**src/rtl/ctrl_pkg.sv**
```systemverilog
// Shared control types for the I2S receiver: operating-point struct, FSM states
// and the supported word widths.
package ctrl_pkg;

    typedef enum logic {
        f16bits = 1'b0,
        f32bits = 1'b1
    } frame_size_t;

    typedef struct packed {
        frame_size_t frame_size;
    } OP_t;

    typedef enum logic [1:0] {
        SYNC,
        WAIT_L,
        RX_L,
        RX_R
    } rx_state_t;

    localparam int W16 = 16;
    localparam int W32 = 32;

    function automatic logic [5:0] frame_width(input frame_size_t fs);
        return (fs == f16bits) ? 6'(W16) : 6'(W32);
    endfunction

endpackage

```
**src/rtl/i2s_word_shifter.sv**
```systemverilog
// Serial-to-parallel word assembler shared by both I2S channels; detects ws
// transitions and presents the completed word combinationally at the word-end edge.
module i2s_word_shifter
    import ctrl_pkg::*;
(
    input  logic        clk,
    input  logic        rst_,
    input  logic        en,
    input  logic        ws,
    input  logic        sd,
    input  logic [5:0]  w,
    output logic        ws_edge,
    output logic [31:0] word
);

    logic        ws_q, ws_d;
    logic [5:0]  cnt_q, cnt_d;
    logic [31:0] sr_q, sr_d;
    logic [4:0]  idx;

    function automatic logic [5:0] sat_inc(input logic [5:0] c);
        return (c >= 6'd32) ? 6'd32 : c + 6'd1;
    endfunction

    always_comb begin
        ws_d    = ws;
        ws_edge = (ws != ws_q);
        idx     = 5'(w - 6'd1 - cnt_q);
        // The bit at a ws transition still belongs to the ending word.
        word    = sr_q;
        if (cnt_q < w) begin
            word[idx] = sd;
        end
        if (!en || ws_edge) begin
            sr_d  = '0;
            cnt_d = '0;
        end else begin
            sr_d  = word;
            cnt_d = sat_inc(cnt_q);
        end
    end

    always_ff @(posedge clk or negedge rst_) begin
        if (!rst_) begin
            ws_q  <= 1'b0;
            cnt_q <= '0;
            sr_q  <= '0;
        end else begin
            ws_q  <= ws_d;
            cnt_q <= cnt_d;
            sr_q  <= sr_d;
        end
    end

endmodule

```
**src/rtl/i2s_rx.sv**
```systemverilog
// I2S receiver: frame-alignment FSM, left-word holding register and a
// valid/ready output stage with sticky overrun reporting.
module i2s_rx
    import ctrl_pkg::*;
(
    input  logic        clk,
    input  logic        rst_,
    input  logic        en,
    input  OP_t         OP,
    input  logic        ws,
    input  logic        sd,
    output logic [31:0] rx_data_l,
    output logic [31:0] rx_data_r,
    output logic        rx_valid,
    input  logic        rx_ready,
    output logic        ovr,
    input  logic        ovr_clr
);

    rx_state_t   state_q, state_d;
    logic [5:0]  w_q, w_d;
    logic [31:0] hold_l_q, hold_l_d;
    logic [31:0] data_l_q, data_l_d;
    logic [31:0] data_r_q, data_r_d;
    logic        valid_q, valid_d;
    logic        ovr_q, ovr_d;
    logic        ws_edge;
    logic [31:0] word;
    logic        publish, accept, overrun;

    i2s_word_shifter u_shifter (
        .clk     (clk),
        .rst_    (rst_),
        .en      (en),
        .ws      (ws),
        .sd      (sd),
        .w       (w_q),
        .ws_edge (ws_edge),
        .word    (word)
    );

    always_comb begin
        state_d  = state_q;
        w_d      = w_q;
        hold_l_d = hold_l_q;
        data_l_d = data_l_q;
        data_r_d = data_r_q;
        valid_d  = valid_q;
        ovr_d    = ovr_q;
        publish  = 1'b0;
        overrun  = 1'b0;
        accept   = valid_q && rx_ready;

        if (!en) begin
            state_d = SYNC;
        end else if (ws_edge) begin
            case (state_q)
                SYNC: begin
                    state_d = ws ? WAIT_L : RX_L;
                    w_d     = frame_width(OP.frame_size);
                end
                WAIT_L: if (!ws) state_d = RX_L;
                RX_L: begin
                    state_d  = RX_R;
                    hold_l_d = word;
                end
                RX_R: begin
                    state_d = RX_L;
                    publish = 1'b1;
                end
                default: state_d = SYNC;
            endcase
        end

        // A pending pair that is not being accepted wins over a new one.
        if (publish) begin
            if (valid_q && !rx_ready) begin
                overrun = 1'b1;
            end else begin
                data_l_d = hold_l_q;
                data_r_d = word;
                valid_d  = 1'b1;
            end
        end else if (accept) begin
            valid_d = 1'b0;
        end

        if (ovr_clr) ovr_d = 1'b0;
        if (overrun) ovr_d = 1'b1;
    end

    always_ff @(posedge clk or negedge rst_) begin
        if (!rst_) begin
            state_q  <= SYNC;
            w_q      <= 6'(W32);
            hold_l_q <= '0;
            data_l_q <= '0;
            data_r_q <= '0;
            valid_q  <= 1'b0;
            ovr_q    <= 1'b0;
        end else begin
            state_q  <= state_d;
            w_q      <= w_d;
            hold_l_q <= hold_l_d;
            data_l_q <= data_l_d;
            data_r_q <= data_r_d;
            valid_q  <= valid_d;
            ovr_q    <= ovr_d;
        end
    end

    assign rx_data_l = data_l_q;
    assign rx_data_r = data_r_q;
    assign rx_valid  = valid_q;
    assign ovr       = ovr_q;

endmodule

```
**config.mk**
```make
export PLATFORM = sky130hd
export DESIGN_NAME = i2s_rx
export DESIGN_NICKNAME = d
export VERILOG_FILES = /design/src/rtl/ctrl_pkg.sv /design/src/rtl/i2s_word_shifter.sv /design/src/rtl/i2s_rx.sv
export SDC_FILE = /design/constraint.sdc
export NUM_CORES = 1
export LEC_CHECK = 0
export CAP_MARGIN = 5
export CORE_UTILIZATION = 25
export DETAILED_ROUTE_END_ITERATION = 10
export GPL_TIMING_DRIVEN = 0
export PLACE_DENSITY = 0.39
export SLEW_MARGIN = 10
export SYNTH_ARGS = -nofsm -noshare
export SYNTH_HDL_FRONTEND = slang
export SYNTH_HIERARCHICAL = 1
export SYNTH_SLANG_ARGS = --single-unit
```
**constraint.sdc**
```tcl
create_clock -name clk -period 6.25 [get_ports clk]
set_input_delay 0.625 -clock clk [delete_from_list [all_inputs] [get_ports clk]]
set_output_delay 0.625 -clock clk [all_outputs]
set_load 0.1 [all_outputs]
```
# After elaboration in Yosys (flattened, before gate mapping)

Index checks and enable logic that the tools add are counted.

Add/subtract/negate cells: 3
$lt $le $gt $ge: 4
Equality and inequality tests: 7
Muxes and demuxes: 23
Bitwise logic cells: 1
Reduce and logical (&&, ||, !) cells: 14

Operators by type and width:

| cell                                                        | number |
|---|---|
| 2-to-1 mux 32 bit                                           | 2 |
| bitwise mux 32 bit                                          | 1 |
| 2-to-1 mux 6 bit                                            | 3 |
| 2-to-1 mux 1 bit                                            | 11 |
| 2-to-1 mux 2 bit                                            | 4 |
| case mux 2 bit (4 select lines)                             | 1 |
| adder 6 x 1 -> 6 bit (second input constant)                | 1 |
| >= comparator 6 bit (second input constant)                 | 1 |
| less-than comparator 5 x 6 -> 1 bit (second input constant) | 1 |
| less-than comparator 6 bit                                  | 1 |
| AND reduction 2 bit                                         | 3 |
| AND reduction 3 bit                                         | 2 |
| demux 1 bit (select 5 bit)                                  | 1 |
| >= comparator 5 x 1 -> 1 bit (second input constant)        | 1 |
| subtractor 5 x 1 -> 5 bit (second input constant)           | 1 |
| subtractor 5 bit                                            | 1 |
| == test 2 bit (second input constant)                       | 2 |
| nonzero test 2 bit                                          | 2 |
| logical AND 1 bit                                           | 3 |
| != test 3 bit (second input constant)                       | 1 |
| == test 2 x 1 -> 1 bit (second input constant)              | 1 |
| zero test 1 bit                                             | 2 |
| zero test 2 bit                                             | 1 |
| != test 2 x 1 -> 1 bit (second input constant)              | 1 |
| 4 further kinds                                             | 4 |

Register bits: 145
Logic and storage cells: 62

# Depth between registers and ports, before layout

Gate-level depths: netlist (run 1).

Depth after elaboration: 9
Depth in mapped cells: 10

# Hierarchy

The synthesis (run 1) kept the hierarchy.

By module, submodules not included:

| module           | instances | cells each | area each (sq um) |
|---|---|---|---|
| i2s_rx           | 1         | 229        | 4150.2 |
| i2s_word_shifter | 1         | 266        | 2676.3 |

# Worst setup path after synthesis (run 1)

No wires, ideal clock.

Path type: flip-flop to flip-flop
From: register u_shifter.cnt_q[3]
To: register data_r_q[31], in the netlist rx_data_r[31]
Arrival time: 2.229 ns
Data required time: 6.125 ns
Setup slack: 3.896 ns
Cell stages (with the launch flop): 9
Cell sequence: dfrtp_1 -> ha_1 -> buf_2 -> a2111oi_2 -> o2bb2ai_2 -> buf_4 -> nand3_1 -> mux2_1 -> mux2_2

Longest elaborated chain between the ends: 7
Elaborated cells between the ends (all ways): 9
Those cells by class: 1 x add/sub; 3 x order compare; 4 x mux; 1 x reduce/logical

RTL lines:

| what                                                                                                      | line                   | text |
|---|---|---|
| start, declared                                                                                           | i2s_word_shifter.sv:17 | `logic [5:0] cnt_q, cnt_d;` |
| start signal, assigned                                                                                    | i2s_word_shifter.sv:50 | `cnt_q <= cnt_d;` |
| subtractor 5 bit                                                                                          | i2s_word_shifter.sv:28 | `idx = 5'(w - 6'd1 - cnt_q);` |
| less-than comparator 5 x 6 -> 1 bit (implied by the code) or >= comparator 5 x 1 -> 1 bit (tied branches) | i2s_word_shifter.sv:32 | `word[idx] = sd;` |
| logical AND 1 bit (implied by the code)                                                                   | i2s_word_shifter.sv:32 |  |
| 2-to-1 mux 1 bit (implied by the code)                                                                    | i2s_word_shifter.sv:32 |  |
| demux 1 bit (select 5 bit)                                                                                | --                     |  |
| bitwise mux 32 bit                                                                                        | i2s_word_shifter.sv:32 |  |
| 2-to-1 mux 32 bit *                                                                                       | i2s_word_shifter.sv:31 | `if (cnt_q < w) begin` |
| named net word[31]                                                                                        | i2s_rx.sv:28           | `logic [31:0] word;` |
| end signal, assigned                                                                                      | i2s_rx.sv:106          | `data_r_q <= data_r_d;` |
| end, declared                                                                                             | i2s_rx.sv:24           | `logic [31:0] data_r_q, data_r_d;` |

Mark *: on every way through the listed nets, which the timed path passes. The rest lies on a longest branch.
A chain may end at the register's enable or synchronous reset.

# Worst setup path in the final report (run 1)

From: register u_shifter.cnt_q[4]
To: register hold_l_q[20]

Longest elaborated chain between the ends: 7
Elaborated cells between the ends (all ways): 9
Those cells by class: 1 x add/sub; 3 x order compare; 4 x mux; 1 x reduce/logical

RTL lines:

| what                                                                                                      | line                   | text |
|---|---|---|
| subtractor 5 bit                                                                                          | i2s_word_shifter.sv:28 |  |
| less-than comparator 5 x 6 -> 1 bit (implied by the code) or >= comparator 5 x 1 -> 1 bit (tied branches) | i2s_word_shifter.sv:32 |  |
| logical AND 1 bit (implied by the code)                                                                   | i2s_word_shifter.sv:32 |  |
| 2-to-1 mux 1 bit (implied by the code)                                                                    | i2s_word_shifter.sv:32 |  |
| demux 1 bit (select 5 bit)                                                                                | --                     |  |
| bitwise mux 32 bit                                                                                        | i2s_word_shifter.sv:32 |  |
| 2-to-1 mux 32 bit *                                                                                       | i2s_word_shifter.sv:31 |  |
| named net word[20]                                                                                        | i2s_rx.sv:28           |  |
| end signal, assigned                                                                                      | i2s_rx.sv:104          | `hold_l_q <= hold_l_d;` |
| end, declared                                                                                             | i2s_rx.sv:22           | `logic [31:0] hold_l_q, hold_l_d;` |

Marked as above.

==> results of run 1 <==
-- synthesized netlist by cell type (all sizes together) --
library cell,instances
a2111oi,1
a211oi,4
a21boi,1
a21o,1
a21oi,4
and2,2
and2b,1
and3,1
buf,17
clkbuf,11
conb,1
dfrtp,140
dfstp,1
fa,1
ha,12
inv,16
mux2,129
mux2i,33
nand2,40
nand2b,2
nand3,28
nand4,10
nor2,4
nor2b,5
nor3,6
nor3b,1
nor4,4
o211ai,2
o21a,3
o21ai,3
o221ai,1
o22ai,1
o2bb2ai,1
or3b,1
xnor2,5
xor2,2
-- state kept, by name, indices dropped and copies added (netlist names), 2 cells and up --
| register | flops |
|---|---|
| hold_l_q | 32 |
| rx_data_l | 32 |
| rx_data_r | 32 |
| state_q | 2 |
| u_shifter/cnt_q | 6 |
| u_shifter/sr_q | 32 |
| w_q | 2 |
-- routing by layer --
layer | GRT usage, % | part of all wire, % | vias to the layer above
li1 | - | - | 1936
met2 | 19.3 | 48 | 67
met5 | 0 | 0 | -
met4 | 3.27 | 1.0 | 0
met1 | 15.4 | 48 | 2101
met3 | 2.95 | 3.4 | 13
-- power by group --
part	leakage, µW	switching (µW)	total (µW)	internal [µW]
clock	0.000302	406	1060	653
sequential	0.00195	19.1	965	946
combinational	0.00184	222	327	106
-- kinds of logic (layout without fill, tap and decap cells) --
logic type	count (synthesis)	in the layout	share of synthesized area, %
multiplexers	162	162	29.4
flip-flops	141	141	51.7
AND/OR/NAND/NOR	105	105	8.25
buffers and inverters	44	150	4.38
AO/OA/AOI/OAI	22	22	2.69
adder cells (fa/ha/maj)	13	13	2.49
XOR/XNOR	7	7	1.01
other	1	8	0.0549
-- final timing paths --
path / depth (start not counted) / endpoint / slack, ns / start
worst max register to register: 7 / hold_l_q[20]$_DFFE_PN0P_ / 3.54 / u_shifter/cnt_q[4]$_DFF_PN0_
worst min register to register: 1 / rx_data_l[20]$_DFFE_PN0P_ / 0.50 / hold_l_q[20]$_DFFE_PN0P_
worst min-delay path: 1 / w_q[4]$_DFFE_PN0P_ / 0.13 / rst_
worst max-delay path: 7 / hold_l_q[20]$_DFFE_PN0P_ / 3.54 / u_shifter/cnt_q[4]$_DFF_PN0_
max in group asynchronous: 2 / rx_data_l[20]$_DFFE_PN0P_ / 5.31 / rst_
min in group clk: 1 / rx_data_l[20]$_DFFE_PN0P_ / 0.50 / hold_l_q[20]$_DFFE_PN0P_
-- worst max-delay path, delay by kind of cell (launching register included) --
kind | cells | cell delay [ns]
buf+inv | 1 | 0.14
xor+xnor | 1 | 0.17
compound gates | 1 | 0.51
flops | 1 | 0.41
mux | 2 | 0.67
fa+ha+maj | 1 | 0.46
simple gates | 1 | 0.23
-- stage by stage --
step           setup TNS, ns  worst slack, ns  power (µW)
6_report                   0             3.54        2350
3_3_place_gp         -215.76            -1.56        1310
2_1_floorplan              0             3.90        1210
3_5_place_dp               0             3.40        1310
5_1_grt                    0             3.39        2460
4_1_cts                    0             3.52        2400
-- cell type report --
class,count,area (µm²),area share [%]
clock inverter,12,163,1.88
inverter,16,60.1,0.693
sequential,141,3530,40.7
buffer,28,239,2.76
timing repair buffer,74,763,8.81
clock buffer,20,457,5.27
multi-input combinational,317,3020,34.9
tap,341,427,4.93
==> summary.txt, run 1 <==
Pleak -> 0.00409 µW
most frequent cells in the layout -> 140 x dfrtp_1, 72 x clkdlybuf4s50_1, 60 x mux2_4
vias in the first global route -> 4523
Hold Path Class -> primary input to async pin
final hold viol count -> 0
Antenna Cells -> 0
final period demand of the worst path -> 2.71 ns
global-route wire length before repair -> 25500 µm
final wirelength -> 15500 µm
hpwl dp -> 10600 µm
Core Rows -> 60
total gr overflow -> 0
Skew-Pair Late Insertion Delay -> 0.42 ns
Initial Utilization -> 25.4%
Root Driver -> clkbuf_16
critical path fanouts, max -> 7
Die H -> 167 µm
hold_ws -> 0.129 ns
layout cell share with drive strength beyond 1 -> 28.5%
vias -> 4117
Finished Cell Area -> 0.00866 mm²
Layout Utilization -> 32.2%
Critical Path AT -> 3.01 ns
# H-tree levels -> 4
final net count -> 616
RSZ-0062 raised after global routing -> false
sequential fraction of the synthesis area -> 51.7%
setup bufs post-CTS -> 0
crit path max-delay cell type -> a211oi_1
Worst Tran Pin Value -> 0.982 ns
CTS Buffer Depth -> 2
Critical Path RT -> 6.55 ns
Critical Path Sink Type -> flip-flop
Gate Count Post-Synth -> 495
max-slew violation count -> 0
filler instances -> 2668
pwr dens -> 272 mW/mm²
Placeable Area -> 0.0269 mm²
fin crit share -> 43.4%
gr usage total -> 11.8%
Initial DRC Count -> 149
Synth Cell Area -> 0.00683 mm²
status -> complete, no violations
cell count after placement -> 917
drt wl/cell -> 16.3 µm
Reg clk slew, reported paths -> 0.06 ns
placed inst area -> 0.00804 mm²
RePlAce Congestion -> 0.764
Final Non-Filler Cells -> 949
CTS tree -> built
dominant cell type by area after synthesis -> dfrtp_1
Seq cells post-synth -> 141
I/O Buffers -> 73
hold buffers post-CTS -> 0
chip width -> 167 µm
max cap viols -> 0
Critical Path Source Type -> flip-flop
Die Area -> 0.0280 mm²
initial antenna violation count -> 0
post-DR vias/cell -> 4.34
endpoints failing setup -> 0
VDD IR-drop max -> 136 µV
DRT Pass-1 Iters -> 4
DRC viols -> 0
synth top area cells -> dfrtp_1 51%, mux2_4 13%, mux2_2 7.8%, mux2i_1 4.8%, mux2_1 3.6%
Ports -> 74
Routed Antenna Nets -> 0
CTS Buf Count -> 17
YS warnings -> 6
Gates resized, CTS repair -> 0
area delta synth->final -> 26.9%
Syn Area/Cell -> 13.8 µm²
Slew Limit Headroom -> 34.3%
CP cell instances -> ha_1 -> inv_1 -> xnor2_1 -> a211oi_1 -> nand3_1 -> mux2_1 -> mux2_2
Clock Sinks -> 141
FMAX -> 369 MHz
kind of critical path -> flip-flop to flip-flop
Post-Route Skew -> 0.00729 ns
CP max stage delay -> 0.51 ns
largest net degree at the start of global routing -> 85
most common cell after layout, fill and taps aside -> dfrtp_1
Yosys top cell area share -> 51.3%
number of distinct library cells after synthesis -> 49
(Power assumes the default switching activity.)
==> run 2: changes to the inputs <==
--- a/config.mk
+++ b/config.mk
@@ -9,7 +9,7 @@
 export CORE_UTILIZATION = 25
 export DETAILED_ROUTE_END_ITERATION = 10
 export GPL_TIMING_DRIVEN = 0
-export PLACE_DENSITY = 0.39
+export PLACE_DENSITY = 0.4
 export SLEW_MARGIN = 10
 export SYNTH_ARGS = -nofsm -noshare
 export SYNTH_HDL_FRONTEND = slang
==> constraint.sdc (replaced) <==
create_clock -name clk -period 2.25 [get_ports clk]
set_input_delay 0.225 -clock clk [delete_from_list [all_inputs] [get_ports clk]]
set_output_delay 0.225 -clock clk [all_outputs]
set_load 0.1 [all_outputs]
==> summary.txt, run 2 (synthesis gave the netlist of run 1 again) <==
Core Rows -> 60
Initial Utilization -> 25.4%
Pleak -> 0.00445 µW
DRT Pass-1 Iters -> 4
Die H -> 167 µm
I/O Buffers -> 73
Post-Route Skew -> 0.0103 ns
Placeable Area -> 0.0269 mm²
final net count -> 662
Reg clk slew, reported paths -> 0.06 ns
Final Non-Filler Cells -> 995
drt wl/cell -> 16.0 µm
cell count after placement -> 917
final hold viol count -> 0
max cap viols -> 0
RSZ-0062 raised after global routing -> true
kind of critical path -> flip-flop to flip-flop
Critical Path RT -> 2.55 ns
Worst Tran Pin Value -> 0.996 ns
Ports -> 74
final setup margin -> -0.132 ns
crit path max-delay cell type -> dfrtp_1
Worst Reg-to-Reg Cells -> 9
Clock Sinks -> 141
CTS tree -> built
Crit. Startpoint -> u_shifter/cnt_q[3]$_DFF_PN0_
final wirelength -> 15900 µm
CTS Buffer Depth -> 2
Skew-Pair Late Insertion Delay -> 0.42 ns
vias in the first global route -> 4614
DRC viols -> 0
Root Driver -> clkbuf_16
Hold Path Class -> primary input to async pin
RePlAce Congestion -> 0.731
most frequent cells in the layout -> 138 x dfrtp_1, 89 x mux2_4, 72 x clkdlybuf4s50_1
Antenna Cells -> 0
VDD IR-drop max -> 303 µV
# H-tree levels -> 4
Slew Limit Headroom -> 33.4%
failing checks -> negative setup slack
worst reg2reg startpoint -> u_shifter/cnt_q[3]$_DFF_PN0_
CP cell instances -> ha_1 -> buf_6 -> a2111oi_4 -> o2bb2ai_4 -> buf_12 -> buf_6 -> nand4_1 -> mux2_4 -> mux2_4
Critical Path AT -> 2.68 ns
post-DR vias/cell -> 4.30
layout cell share with drive strength beyond 1 -> 42.7%
gr usage total -> 11.8%
Die Area -> 0.0280 mm²
Critical Path Sink Type -> flip-flop
final period demand of the worst path -> 2.38 ns
endpoints failing setup -> 64
Critical Path Source Type -> flip-flop
area delta synth->final -> 40.3%
status -> finished with violations
vias -> 4283
initial antenna violation count -> 0
largest net degree at the start of global routing -> 94
Initial DRC Count -> 183
chip width -> 167 µm
global-route wire length before repair -> 25600 µm
max-slew violation count -> 0
fin crit share -> 106%
most common cell after layout, fill and taps aside -> dfrtp_1
pwr dens -> 720 mW/mm²
CTS Buf Count -> 17
CP max stage delay -> 0.35 ns
Routed Antenna Nets -> 0
placed inst area -> 0.00818 mm²
R2R setup slack -> -0.13 ns
critical path fanouts, max -> 8
Finished Cell Area -> 0.00958 mm²
hpwl dp -> 10500 µm
total gr overflow -> 0
worst reg2reg endpoint -> rx_data_r[2]$_DFFE_PN0P_
FMAX -> 420 MHz
run 2: what timing repair did:
action | in CTS | in global routing
hold buffers | 1 | 0
resized for setup | 51 | 28
endpoints found under the hold margin | 47 | 0
endpoints found under the setup margin | 70 | 64
pin swaps | 10 | 12
gates cloned | 3 | 0
setup buffers | 17 | 25
run 2: critical path, delay by kind of cell, from the launching register on:
kind	cells	cell delay [ns]
flops	1	0.35
buf+inv	3	0.40
mux	2	0.61
compound gates	2	0.49
simple gates	1	0.16
fa+ha+maj	1	0.24
run 2: worst max-delay path by stage:
stage | end | cells after the start
floorplan | rx_data_r[10]$_DFFE_PN0P_ | 8
detailed placement | hold_l_q[2]$_DFFE_PN0P_ | 5
finish | rx_data_r[2]$_DFFE_PN0P_ | 9
CTS | hold_l_q[2]$_DFFE_PN0P_ | 9
global route | rx_data_r[3]$_DFFE_PN0P_ | 9
global placement | hold_l_q[30]$_DFFE_PN0P_ | 1
run 2: cell type report:
cell class | count | area (µm²)
repair buffers | 120 | 1150
flip-flops and latches | 141 | 3530
plain buffers | 28 | 279
multi-input cells | 317 | 3490
clock inverters | 8 | 128
well taps | 341 | 427
inverters | 16 | 63.8
fillers | 2598 | 17300
clock buffers | 24 | 502
run 2: routing by layer:
metal	global-route usage [%]	share of wire, %	up-vias	wire, µm
li1	-	-	2032	-
met1	15.2	47	2180	7550
met2	19.3	49	60	7730
met3	2.81	2.7	11	422
met4	4.51	1.2	0	193
met5	0	0	-	0
run 2: per-stage QoR:
| step | TNS (ns) | setup WS [ns] | power (µW) | util [%] | hold slack, ns |
|---|---|---|---|---|---|
| global route | -8.81 | -0.211 | 7200 | 35.6 | 0.327 |
| detailed placement | -22.53 | -0.462 | 3670 | 30.4 | 0.166 |
| global placement | -726.19 | -5.05 | 3650 | 30.3 | 0.482 |
| finish | -4.31 | -0.132 | 6900 | 35.6 | 0.309 |
| floorplan | -0.117 | -0.0196 | 3400 | - | -0.0706 |
| CTS | -5.28 | -0.139 | 6860 | 34.4 | 0.309 |
run 2: power by group:
part           switching, µW  internal [µW]
Sequential              54.5           2630
Clock                   1090           1900
Combinational            743            481
Total                   1890           5010
==> run 3: changes to the inputs <==
--- a/config.mk
+++ b/config.mk
@@ -6,11 +6,14 @@
 export NUM_CORES = 1
 export LEC_CHECK = 0
 export CAP_MARGIN = 5
+export CELL_PAD_IN_SITES_DETAIL_PLACEMENT = 0
+export CELL_PAD_IN_SITES_GLOBAL_PLACEMENT = 2
 export CORE_UTILIZATION = 25
 export DETAILED_ROUTE_END_ITERATION = 10
 export GPL_TIMING_DRIVEN = 0
-export PLACE_DENSITY = 0.4
-export SLEW_MARGIN = 10
+export PLACE_DENSITY = 0.53
+export SETUP_SLACK_MARGIN = 0.05
+export SLEW_MARGIN = 20
 export SYNTH_ARGS = -nofsm -noshare
 export SYNTH_HDL_FRONTEND = slang
 export SYNTH_HIERARCHICAL = 1
==> summary.txt, run 3 (synthesis gave the netlist of run 1 again) <==
status -> finished with violations
failing checks -> negative setup slack
max cap viols -> 0
drt wl/cell -> 16.3 µm
R2R setup slack -> -0.12 ns
Critical Path Sink Type -> flip-flop
most common cell after layout, fill and taps aside -> dfrtp_1
clock power share -> 44.5%
Worst Tran Pin Value -> 0.987 ns
Critical Path RT -> 2.56 ns
worst reg2reg endpoint -> hold_l_q[17]$_DFFE_PN0P_
most frequent cells in the layout -> 138 x dfrtp_1, 91 x mux2_4, 55 x clkdlybuf4s50_1
Antenna Cells -> 0
CTS Buf Count -> 17
Initial Utilization -> 25.4%
# H-tree levels -> 4
vias -> 4268
Die Area -> 0.0280 mm²
critical path fanouts, max -> 10
Hold Path Class -> primary input to async pin
Die H -> 167 µm
RSZ-0062 raised after global routing -> true
Critical Path Source Type -> flip-flop
Comb pwr share -> 16.7%
chip width -> 167 µm
cell count after placement -> 917
CTS tree -> built
Clock Sinks -> 141
I/O Buffers -> 73
Routed Antenna Nets -> 0
VDD IR-drop max -> 460 µV
area of the multi-input gates -> 0.00348 mm²
vias in the first global route -> 4664
net switching power -> 1900 µW
Worst Reg-to-Reg Cells -> 9
Final Non-Filler Cells -> 981
Critical Path AT -> 2.68 ns
post-DR vias/cell -> 4.35
Finished Cell Area -> 0.00950 mm²
initial antenna violation count -> 0
flip-flop and latch area -> 0.00353 mm²
Placeable Area -> 0.0269 mm²
P_int -> 5000 µW
global-route wire length before repair -> 26600 µm
max-slew violation count -> 0
final period demand of the worst path -> 2.37 ns
Pleak -> 0.00470 µW
RePlAce Congestion -> 0.707
fin crit share -> 105%
final net count -> 649
final wirelength -> 16000 µm
CTS Buffer Depth -> 2
placed inst area -> 0.00829 mm²
area delta synth->final -> 39.1%
final hold viol count -> 0
Post-Route Skew -> 0.00919 ns
filler instances -> 2656
Ports -> 74
fraction of power spent switching nets -> 27.5%
largest net degree at the start of global routing -> 75
Reg clk slew, reported paths -> 0.06 ns
final setup margin -> -0.124 ns
Seq pwr share -> 38.9%
gr usage total -> 12.3%
FMAX -> 421 MHz
Root Driver -> clkbuf_16
Initial DRC Count -> 141
setup TNS -> -5.12 ns
Skew-Pair Late Insertion Delay -> 0.42 ns
endpoints failing setup -> 64
pwr dens -> 726 mW/mm²
hpwl dp -> 10800 µm
total gr overflow -> 0
kind of critical path -> flip-flop to flip-flop
Slew Limit Headroom -> 34.0%
layout cell share with drive strength beyond 1 -> 41.3%
worst reg2reg startpoint -> u_shifter/cnt_q[3]$_DFF_PN0_
DRT Pass-1 Iters -> 4
DRC viols -> 0
Core Rows -> 60
[run 3: changes by cell type in the layout (fill, tap and decap cells not counted), moves of 4 or more]
cell,previous run,this run
clkdlybuf4s50_1,72,55
buf_6,6,2
dlymetal6s2s_1,0,16
buf_4,39,31
[run 3: cell type report]
cell class / count / area share (%)
Timing Repair Buffer: 108 / 11.5
Clock inverter: 9 / 1.67
Buffer: 27 / 2.91
Tap cell: 341 / 4.49
Clock buffer: 22 / 4.99
Inverter: 16 / 0.632
Multi-Input combinational cell: 317 / 36.6
Sequential cell: 141 / 37.2
[run 3: worst max path at each step]
| stage | from | end | slack (ns) | depth (start not counted) |
|---|---|---|---|---|
| 6_report | u_shifter/cnt_q[3]$_DFF_PN0_ | hold_l_q[17]$_DFFE_PN0P_ | -0.12 | 9 |
| 5_1_grt | u_shifter/cnt_q[3]$_DFF_PN0_ | hold_l_q[1]$_DFFE_PN0P_ | -0.21 | 9 |
| 4_1_cts | u_shifter/cnt_q[3]$_DFF_PN0_ | hold_l_q[25]$_DFFE_PN0P_ | -0.15 | 10 |
| 3_5_place_dp | u_shifter/cnt_q[1]$_DFF_PN0_ | hold_l_q[6]$_DFFE_PN0P_ | -0.52 | 5 |
| 3_3_place_gp | rst_ | hold_l_q[12]$_DFFE_PN0P_ | -5.10 | 1 |
| 2_1_floorplan | u_shifter/cnt_q[3]$_DFF_PN0_ | rx_data_r[2]$_DFFE_PN0P_ | 0.001 | 8 |
[run 3: worst max-delay path, cell delays in order (launching register included)]
cell,delay (ns)
dfrtp_1,0.38
ha_4,0.21
buf_8,0.13
a2111oi_4,0.35
o2bb2ai_4,0.17
buf_12,0.15
buf_8,0.15
nand3_2,0.12
mux2_4,0.34
mux2_2,0.25
[run 3: per-stage QoR]
stage	utilization, %	setup slack, ns	power [µW]	hold slack (ns)
global route	35.3	-0.206	7190	0.369
CTS	34.9	-0.146	6970	0.349
detailed placement	30.8	-0.517	3720	0.217
floorplan	-	0.00111	3430	-0.0706
global placement	30.7	-5.10	3700	0.483
finish	35.3	-0.124	6900	0.326
[run 3: layer usage]
layer | part of all wire [%] | track usage (%)
met1 | 47 | 15.8
met2 | 49 | 20.1
met3 | 2.4 | 2.84
met4 | 1.4 | 4.19
met5 | 0 | 0
[run 3: power groups by stage]
| stage | registers (µW) | clock network, µW | logic [µW] |
|---|---|---|---|
| 3_5_place_dp | 2730 | 0 | 987 |
| 5_1_grt | 2690 | 3270 | 1230 |
| 2_1_floorplan | 2930 | 0 | 499 |
| 4_1_cts | 2680 | 3160 | 1130 |
| 6_report | 2680 | 3070 | 1150 |
| 3_3_place_gp | 2730 | 0 | 973 |
[run 3: timing repair]
action,in CTS,in global routing
resized for setup,44,25
gates cloned,2,0
hold buffers,1,0
endpoints found under the hold margin,67,0
buffers inserted,24,9
pin swaps,10,4
endpoints found under the setup margin,76,88
